### src/rtl/fp_add_normalizer_if.sv
// Handshake and data bundle between the mantissa adder, the normalizer and its consumer.
// The slave modport is the normalizer; the master modport is the stage driving it.
interface fp_add_normalizer_if #(
   parameter int unsigned MANT_W  = 25,
   parameter int unsigned EXP_W   = 8,
   parameter int unsigned SHCNT_W = 5
);
   localparam int unsigned RES_W = 1 + EXP_W + MANT_W - 2;

   logic               in_valid;
   logic               in_ready;
   logic               sign_in;
   logic [EXP_W-1:0]   exp_in;
   logic [MANT_W-1:0]  sum_in;
   logic               out_valid;
   logic               out_ready;
   logic [RES_W-1:0]   result;
   logic               overflow;
   logic               underflow;
   logic               zero;
   logic [SHCNT_W-1:0] norm_shift;

   modport master (
      output in_valid, sign_in, exp_in, sum_in, out_ready,
      input  in_ready, out_valid, result, overflow, underflow, zero, norm_shift
   );

   modport slave (
      input  in_valid, sign_in, exp_in, sum_in, out_ready,
      output in_ready, out_valid, result, overflow, underflow, zero, norm_shift
   );
endinterface

### src/rtl/fp_add_normalizer.sv
// Post-adder normalizer: shifts the mantissa sum left one bit per cycle, adjusts the
// exponent, flags overflow/underflow/zero and packs a single-precision word (truncating).
module fp_add_normalizer #(
   parameter int unsigned MANT_W  = 25,
   parameter int unsigned EXP_W   = 8,
   parameter int unsigned SHCNT_W = 5
) (
   input  logic                clk,
   input  logic                rst,
   fp_add_normalizer_if.slave  bus
);
   localparam int unsigned FRAC_W = MANT_W - 2;
   localparam int unsigned RES_W  = 1 + EXP_W + FRAC_W;
   localparam logic [EXP_W:0] EXP_SAT = {1'b0, {EXP_W{1'b1}}};
   localparam logic [EXP_W:0] EXP_ONE = (EXP_W + 1)'(1);

   typedef enum logic [1:0] {StIdle, StShift, StDone} state_e;

   state_e             state_q, state_d;
   logic               sign_q, sign_d;
   logic [EXP_W:0]     exp_q, exp_d;
   logic [MANT_W-1:0]  mant_q, mant_d;
   logic [SHCNT_W-1:0] shcnt_q, shcnt_d;
   logic [RES_W-1:0]   result_q, result_d;
   logic               ovf_q, ovf_d;
   logic               unf_q, unf_d;
   logic               zero_q, zero_d;

   logic              sum_zero, sum_carry, exp_zero;
   logic [EXP_W:0]    exp_inc;
   logic [MANT_W-1:0] sum_shr;
   logic              mant_norm, exp_floor;

   assign sum_zero  = (bus.sum_in == '0);
   assign sum_carry = bus.sum_in[MANT_W-1];
   assign exp_zero  = (bus.exp_in == '0);
   assign exp_inc   = {1'b0, bus.exp_in} + EXP_ONE;
   assign sum_shr   = bus.sum_in >> 1;
   assign mant_norm = mant_q[FRAC_W];
   assign exp_floor = (exp_q == EXP_ONE);

   always_ff @(posedge clk or posedge rst) begin
      if (rst) begin
         state_q  <= StIdle;
         sign_q   <= 1'b0;
         exp_q    <= '0;
         mant_q   <= '0;
         shcnt_q  <= '0;
         result_q <= '0;
         ovf_q    <= 1'b0;
         unf_q    <= 1'b0;
         zero_q   <= 1'b0;
      end else begin
         state_q  <= state_d;
         sign_q   <= sign_d;
         exp_q    <= exp_d;
         mant_q   <= mant_d;
         shcnt_q  <= shcnt_d;
         result_q <= result_d;
         ovf_q    <= ovf_d;
         unf_q    <= unf_d;
         zero_q   <= zero_d;
      end
   end

   always_comb begin
      state_d = state_q;
      unique case (state_q)
         StIdle: begin
            if (bus.in_valid) begin
               state_d = (sum_zero || sum_carry || exp_zero) ? StDone : StShift;
            end
         end
         StShift: begin
            if (mant_norm || exp_floor) state_d = StDone;
         end
         StDone: begin
            if (bus.out_ready) state_d = StIdle;
         end
         default: state_d = StIdle;
      endcase
   end

   // Datapath next state; the result word and flags are only written on the way into DONE.
   always_comb begin
      sign_d   = sign_q;
      exp_d    = exp_q;
      mant_d   = mant_q;
      shcnt_d  = shcnt_q;
      result_d = result_q;
      ovf_d    = ovf_q;
      unf_d    = unf_q;
      zero_d   = zero_q;
      unique case (state_q)
         StIdle: begin
            if (bus.in_valid) begin
               sign_d  = bus.sign_in;
               exp_d   = {1'b0, bus.exp_in};
               mant_d  = bus.sum_in;
               shcnt_d = '0;
               if (sum_zero) begin
                  result_d = '0;
                  zero_d   = 1'b1;
               end else if (sum_carry) begin
                  mant_d = sum_shr;
                  exp_d  = exp_inc;
                  if (exp_inc >= EXP_SAT) begin
                     result_d = {bus.sign_in, {EXP_W{1'b1}}, {FRAC_W{1'b0}}};
                     ovf_d    = 1'b1;
                  end else begin
                     result_d = {bus.sign_in, exp_inc[EXP_W-1:0], sum_shr[FRAC_W-1:0]};
                  end
               end else if (exp_zero) begin
                  result_d = {bus.sign_in, {(RES_W-1){1'b0}}};
                  unf_d    = 1'b1;
               end
            end
         end
         StShift: begin
            if (mant_norm) begin
               result_d = {sign_q, exp_q[EXP_W-1:0], mant_q[FRAC_W-1:0]};
            end else if (exp_floor) begin
               result_d = {sign_q, {(RES_W-1){1'b0}}};
               unf_d    = 1'b1;
            end else begin
               mant_d  = mant_q << 1;
               exp_d   = exp_q - EXP_ONE;
               shcnt_d = shcnt_q + SHCNT_W'(1);
            end
         end
         StDone: begin
            if (bus.out_ready) begin
               result_d = '0;
               ovf_d    = 1'b0;
               unf_d    = 1'b0;
               zero_d   = 1'b0;
               shcnt_d  = '0;
            end
         end
         default: ;
      endcase
   end

   always_comb begin
      bus.in_ready   = (state_q == StIdle);
      bus.out_valid  = (state_q == StDone);
      bus.result     = result_q;
      bus.overflow   = ovf_q;
      bus.underflow  = unf_q;
      bus.zero       = zero_q;
      bus.norm_shift = shcnt_q;
   end
endmodule

### src/flat_wrapper.sv
// flat-port wrapper written by rule: the top's interface ports become plain ports
module fp_add_normalizer_flat 
#(
   parameter int unsigned MANT_W  = 25,
   parameter int unsigned EXP_W   = 8,
   parameter int unsigned SHCNT_W = 5
)
  (clk, rst, bus_in_valid, bus_sign_in, bus_exp_in, bus_sum_in, bus_out_ready, bus_in_ready, bus_out_valid, bus_result, bus_overflow, bus_underflow, bus_zero, bus_norm_shift);
  fp_add_normalizer_if #(.MANT_W(MANT_W), .EXP_W(EXP_W), .SHCNT_W(SHCNT_W)) bus_i ();
  input  logic clk;
  input  logic rst;
  input wire logic [$bits(bus_i.in_valid)-1:0] bus_in_valid;
  input wire logic [$bits(bus_i.sign_in)-1:0] bus_sign_in;
  input wire logic [$bits(bus_i.exp_in)-1:0] bus_exp_in;
  input wire logic [$bits(bus_i.sum_in)-1:0] bus_sum_in;
  input wire logic [$bits(bus_i.out_ready)-1:0] bus_out_ready;
  output wire logic [$bits(bus_i.in_ready)-1:0] bus_in_ready;
  output wire logic [$bits(bus_i.out_valid)-1:0] bus_out_valid;
  output wire logic [$bits(bus_i.result)-1:0] bus_result;
  output wire logic [$bits(bus_i.overflow)-1:0] bus_overflow;
  output wire logic [$bits(bus_i.underflow)-1:0] bus_underflow;
  output wire logic [$bits(bus_i.zero)-1:0] bus_zero;
  output wire logic [$bits(bus_i.norm_shift)-1:0] bus_norm_shift;
  assign bus_i.in_valid = bus_in_valid;
  assign bus_i.sign_in = bus_sign_in;
  assign bus_i.exp_in = bus_exp_in;
  assign bus_i.sum_in = bus_sum_in;
  assign bus_i.out_ready = bus_out_ready;
  assign bus_in_ready = bus_i.in_ready;
  assign bus_out_valid = bus_i.out_valid;
  assign bus_result = bus_i.result;
  assign bus_overflow = bus_i.overflow;
  assign bus_underflow = bus_i.underflow;
  assign bus_zero = bus_i.zero;
  assign bus_norm_shift = bus_i.norm_shift;
  fp_add_normalizer #(.MANT_W(MANT_W), .EXP_W(EXP_W), .SHCNT_W(SHCNT_W)) u_core (.clk(clk), .rst(rst), .bus(bus_i));
endmodule
### config.mk
export PLATFORM = sky130hd
export DESIGN_NAME = fp_add_normalizer_flat
export DESIGN_NICKNAME = d
export VERILOG_FILES = /design/src/rtl/fp_add_normalizer_if.sv /design/src/rtl/fp_add_normalizer.sv /design/src/flat_wrapper.sv
export SDC_FILE = /design/constraint.sdc
export NUM_CORES = 1
export LEC_CHECK = 0
export ABC_AREA = 1
export ABC_CLOCK_PERIOD_IN_PS = 2740
export CAP_MARGIN = 5
export CORE_MARGIN = 3
export CORE_UTILIZATION = 55
export DETAILED_ROUTE_END_ITERATION = 8
export PLACE_DENSITY = 0.84
export SYNTH_ARGS = -nofsm -noshare
export SYNTH_HDL_FRONTEND = slang
export SYNTH_SLANG_ARGS = --single-unit
### constraint.sdc
create_clock -name clk -period 2.74 [get_ports clk]
set_input_delay 0.548 -clock clk [delete_from_list [all_inputs] [get_ports clk]]
set_output_delay 0.548 -clock clk [all_outputs]
set_load 0.05 [all_outputs]
# After elaboration in Yosys (flattened, before gate mapping)
# Cells that the tools add are included.
[totals]
reg_bits = 76
inputBits = 38
output_inout_bits = 42
wordCells = 96
[op_classes]
add_sub_neg = 3
order_cmp = 1
n_eq_ne = 17
muxes = 47
reduce_logical = 18
[op_table]
columns = ["op", "count"]
rows = [
  ["32-bit 2-to-1 mux", 7],
  ["24-bit 2-to-1 mux", 5],
  ["32-bit case mux with 3 select lines", 1],
  ["24-bit case mux with 2 select lines", 1],
  ["9-bit 2-to-1 mux", 5],
  ["31-bit 2-to-1 mux", 1],
  ["25-bit zero test", 1],
  ["5-bit 2-to-1 mux", 4],
  ["9-bit case mux with 2 select lines", 1],
  ["5-bit case mux with 3 select lines", 1],
  ["2-bit inequality test, second input constant", 7],
  ["1-bit 2-to-1 mux", 13],
  ["2-bit by 1-bit inequality test with 1-bit output, second input constant", 5],
  ["5-bit AND reduction", 2],
  ["8-bit by 1-bit adder with 9-bit output, second input constant", 1],
  ["9-bit by 1-bit equality test with 1-bit output, second input constant", 1],
  ["9-bit by 8-bit >= comparator with 1-bit output, second input constant", 1],
  ["9-bit by 1-bit subtractor with 9-bit output, second input constant", 1],
  ["8-bit zero test", 1],
  ["2-bit 2-to-1 mux", 4],
  ["4-bit AND reduction", 2],
  ["8-bit AND reduction", 1],
  ["2-bit case mux with 3 select lines", 1],
  ["6-bit AND reduction", 1],
  ["13 further kinds", 18],
]

# Depth between registers and ports, before layout
[logic_depth]
depth_word = 7
ltp_mapped = 13
mapped_depth_nobuf = 12

# Least setup slack after synthesis
# OpenSTA, ideal clock, no wires.
[synth_timing]
kind = "flip-flop to flip-flop"
from = "register u_core.state_q[0]"
to = "register u_core.result_q[10], in the netlist u_core.bus.result[10]"
setup_ps = 66
arrival_ps = 2104
required_ps = 2674
setup_slack_ps = 570
path_stages_with_launch = 14
path_buffers = 2
period_less_slack_ps = 2170
path_cell_list = "dfrtp_1 > inv_1 > ha_1 > inv_1 > or2_2 > nand2_1 > inv_2 > nand2_2 > inv_2 > nand3_2 > buf_6 > buf_4 > nand2_1 > nand2_1"
[synth_between]
elab_chain_cells = 3
[synth_lines]
columns = ["item", "line_no", "source"]
rows = [
  ["start: declaration", "fp_add_normalizer.sv:19", "state_e state_q, state_d;"],
  ["start signal: assignment", "fp_add_normalizer.sv:44", "state_q <= StIdle;"],
  ["start signal: assignment", "fp_add_normalizer.sv:54", "state_q <= state_d;"],
  ["2-bit equality test *", "--", ""],
  ["named net bus_out_valid", "flat_wrapper.sv:18", "output wire logic [$bits(bus_i.out_valid)-1:0] bus_out_valid;"],
  ["2-bit inequality test (no source line) / 3-bit nonzero test (equally long branches)", "--", ""],
  ["5-bit AND reduction (no source line)", "--", ""],
  ["end signal: assignment", "fp_add_normalizer.sv:59", "result_q <= result_d;"],
  ["end: declaration", "fp_add_normalizer.sv:24", "logic [RES_W-1:0] result_q, result_d;"],
]
# Mark *: on every way through the listed nets, which the timed path passes. The rest lies on a longest branch.
# A chain may end at the register's enable or synchronous reset.

# Worst setup path after layout
[layout_timing]
from = "register u_core.state_q[0]"
to = "output bus_in_ready"
[layout_between]
elab_chain_cells = 1
[layout_lines]
columns = ["item", "line_no", "source"]
rows = [
  ["2-bit zero test", "fp_add_normalizer.sv:145", "bus.in_ready = (state_q == StIdle);"],
  ["end: declaration", "flat_wrapper.sv:17", "output wire logic [$bits(bus_i.in_ready)-1:0] bus_in_ready;"],
]
# Every way passes these cells.

==> impl_metrics.json <==
{
  "clkSinkCount": 76,
  "antenna_found_initial": 0,
  "setup_slack_ps": 125,
  "n_antenna_cell": 0,
  "layout_common_cells": "nand2_1, o21ai_0, inv_1, clkdlybuf4s50_1, dfrtp_1",
  "grt_remaining_overflow": 0,
  "dpl-instance-area_um2": 5940,
  "setup_violations": 0,
  "die_area_um2": 10300,
  "worst-setup-path-type": "flip-flop to primary output",
  "start_kind": "flip-flop",
  "synth_edf_count": 0,
  "grt_usage_pct": 27.0,
  "grt_pass1_wl_um": 22700,
  "ys_dominant_reg_cell": "dfrtp_1",
  "area_growth_pct": 22.4,
  "clock_latency_ps": 350,
  "fillers": 743,
  "gp_congestion": 0.933,
  "synthArstFlopShare_pct": 100,
  "slew_viol_final": 0,
  "grt_max_degree": 59,
  "wl_per_cell_um": 14.5,
  "syn-num-nets": 782,
  "ir_drop_mv": 0.662,
  "fin_skew_ps": 12.1,
  "ctsResizeCount": 0,
  "portBuffers": 79,
  "drive_above_1_share_pct": 9.88,
  "finalNetCount": 853,
  "chipWidth_um": 101,
  "min_path_cells": 2,
  "powerDensity_nw_per_um2": 1100,
  "syn_area_per_cell_um2": 6.83,
  "cts_htree_levels": 3,
  "outcome": "finished, final reports clean",
  "crit_path_end_kind": "primary output",
  "worst_slew_pin_slew_ps": 580,
  "cts_setup_buffers": 0,
  "ys_seq_area_share_pct": 37.9,
  "ys_ff_latch": 76,
  "fmax_ghz": 0.382,
  "post-route-min-period_ps": 2610,
  "fin_crit_sh_pct": 95.4,
  "vias": 5089,
  "tns_ps": 0,
  "worstRegToRegCells": 12,
  "relSlewSlack_pct": 61.3,
  "drtIter0Drc": 334,
  "totalPowerFinal_w": 0.00674,
  "clockBufferDepth": 2,
  "yosysWarnings": 0,
  "clkTransAtPathRegs_ps": 80,
  "p_leak_nw": 3.02,
  "final_common_cell": "nand2_1",
  "ant_nets": 0,
  "crit_arrival_ps": 2070,
  "detail_route.first_pass.iterations": 5,
  "final_area_um2": 6140,
  "dp_slack_ps": 35.8,
  "rsz0062_at_grt": "false",
  "required_ps": 2190,
  "num_rows": 34,
  "regArea_um2": 1900,
  "ys_types": 38,
  "synthesis.area_um2": 5010,
  "routed_wl_um": 13300,
  "hold_class": "flip-flop to flip-flop",
  "syn_inst": 734,
  "cap_violations": 0,
  "dieHeight_um": 101,
  "cts_inserted_buffers": 9,
  "finalHoldViolCount": 0,
  "start_util_pct": 56.9,
  "place_hpwl_um": 9580,
  "grt_pass1_vias": 4855,
  "coreArea_um2": 8810,
  "drc": 0,
  "via_per_inst": 5.54,
  "cts_hold_buf": 0,
  "io-pin-count": 80,
  "multi_input_area_um2": 2550,
  "tritoncts": "built",
  "cts-root-buf": "clkbuf_8",
  "crit_path_max_fanout": 8
}
[power by group]
part           leakage (nW)  internal, W  switching (W)  total (W)
Combinational          1.96      0.00129        0.00270    0.00399
Sequential            0.966      0.00162       0.000288    0.00191
Clock                0.0990     0.000407       0.000432   0.000839
Total                  3.02      0.00332        0.00342    0.00674
[metrics by stage]
stage                     hold slack (ps)  instances  util [%]
after floorplan                       480        734         -
after global placement                464        902      67.5
after detailed placement              465        902      67.5
after CTS                             486        918      69.7
after global routing                  497        918      69.7
final                                 482        918      69.7
[cells in the mapped netlist, types with 2 or more instances]
library cell	number	area share, %
nand3_2	2	0.40
dfrtp_1	76	38
nand3_1	69	6.9
nand2_1	222	17
ha_1	10	2.5
buf_4	4	0.60
nand2_2	4	0.50
a21oi_1	26	2.6
buf_6	2	0.45
inv_2	7	0.52
inv_1	88	6.6
o21ai_1	5	0.50
nor2_4	2	0.45
buf_8	2	0.60
buf_2	9	0.90
xor2_1	3	0.52
nand4_1	4	0.50
a31oi_1	2	0.25
o211ai_1	3	0.45
o31ai_1	3	0.45
o21ai_2	20	3.5
nor2_1	48	3.6
o21ai_0	89	8.9
clkbuf_1	20	1.5
[state kept, by name (all words and copies together) (netlist names)]
| name | cells |
|---|---|
| u_core.bus.norm_shift | 5 |
| u_core.bus.overflow | 1 |
| u_core.bus.result | 32 |
| u_core.bus.underflow | 1 |
| u_core.bus.zero | 1 |
| u_core.exp_q | 9 |
| u_core.mant_q | 24 |
| u_core.sign_q | 1 |
| u_core.state_q | 2 |
[final cells by class]
class                           count  share of cell area, %
Inverter                           95                   5.81
Clock buffer                       12                   2.69
Clock inverter                      4                  0.489
Tap cell                          108                   2.20
Multi-Input combinational cell    524                   41.6
Sequential cell                    76                   31.0
Timing Repair Buffer               99                   16.3
[critical path, cell delays in order (launching register included)]
cell and delay (ps):
dfrtp_1 420, inv_1 100, ha_1 340, clkdlybuf4s50_1 870
[logic make-up after synthesis]
group / after synthesis / share of synthesized area (%)
AOI/OAI and AO/OA: 152 / 17.3
xor gates and xnor gates: 4 / 0.699
adders and majority gates: 10 / 2.50
buffers and inverters: 134 / 11.3
DFF: 76 / 37.9
muxes: 1 / 0.225
and+or+nand+nor: 357 / 30.0
[layer usage]
metal	GRT usage [%]	vias up	wire length, um
met1	37.4	2393	5910
li1	-	2474	-
met3	3.58	30	748
met4	10.6	0	350
met2	42.9	192	6290
met5	0	-	0
[final timing paths]
check / from / end / slack (ps)
hold reg to reg: u_core.bus.result[1] / u_core.bus.result[1] / 480
min in group asynchronous: rst / u_core.bus.result[6] / 570
setup reg to reg: u_core.state_q[0] / u_core.bus.result[23] / 500
setup / recovery: u_core.state_q[0] / bus_in_ready / 130
hold / removal: u_core.bus.result[1] / u_core.bus.result[1] / 480
max in group asynchronous: rst / u_core.bus.result[17] / 1530
(Power assumes the default switching activity.)
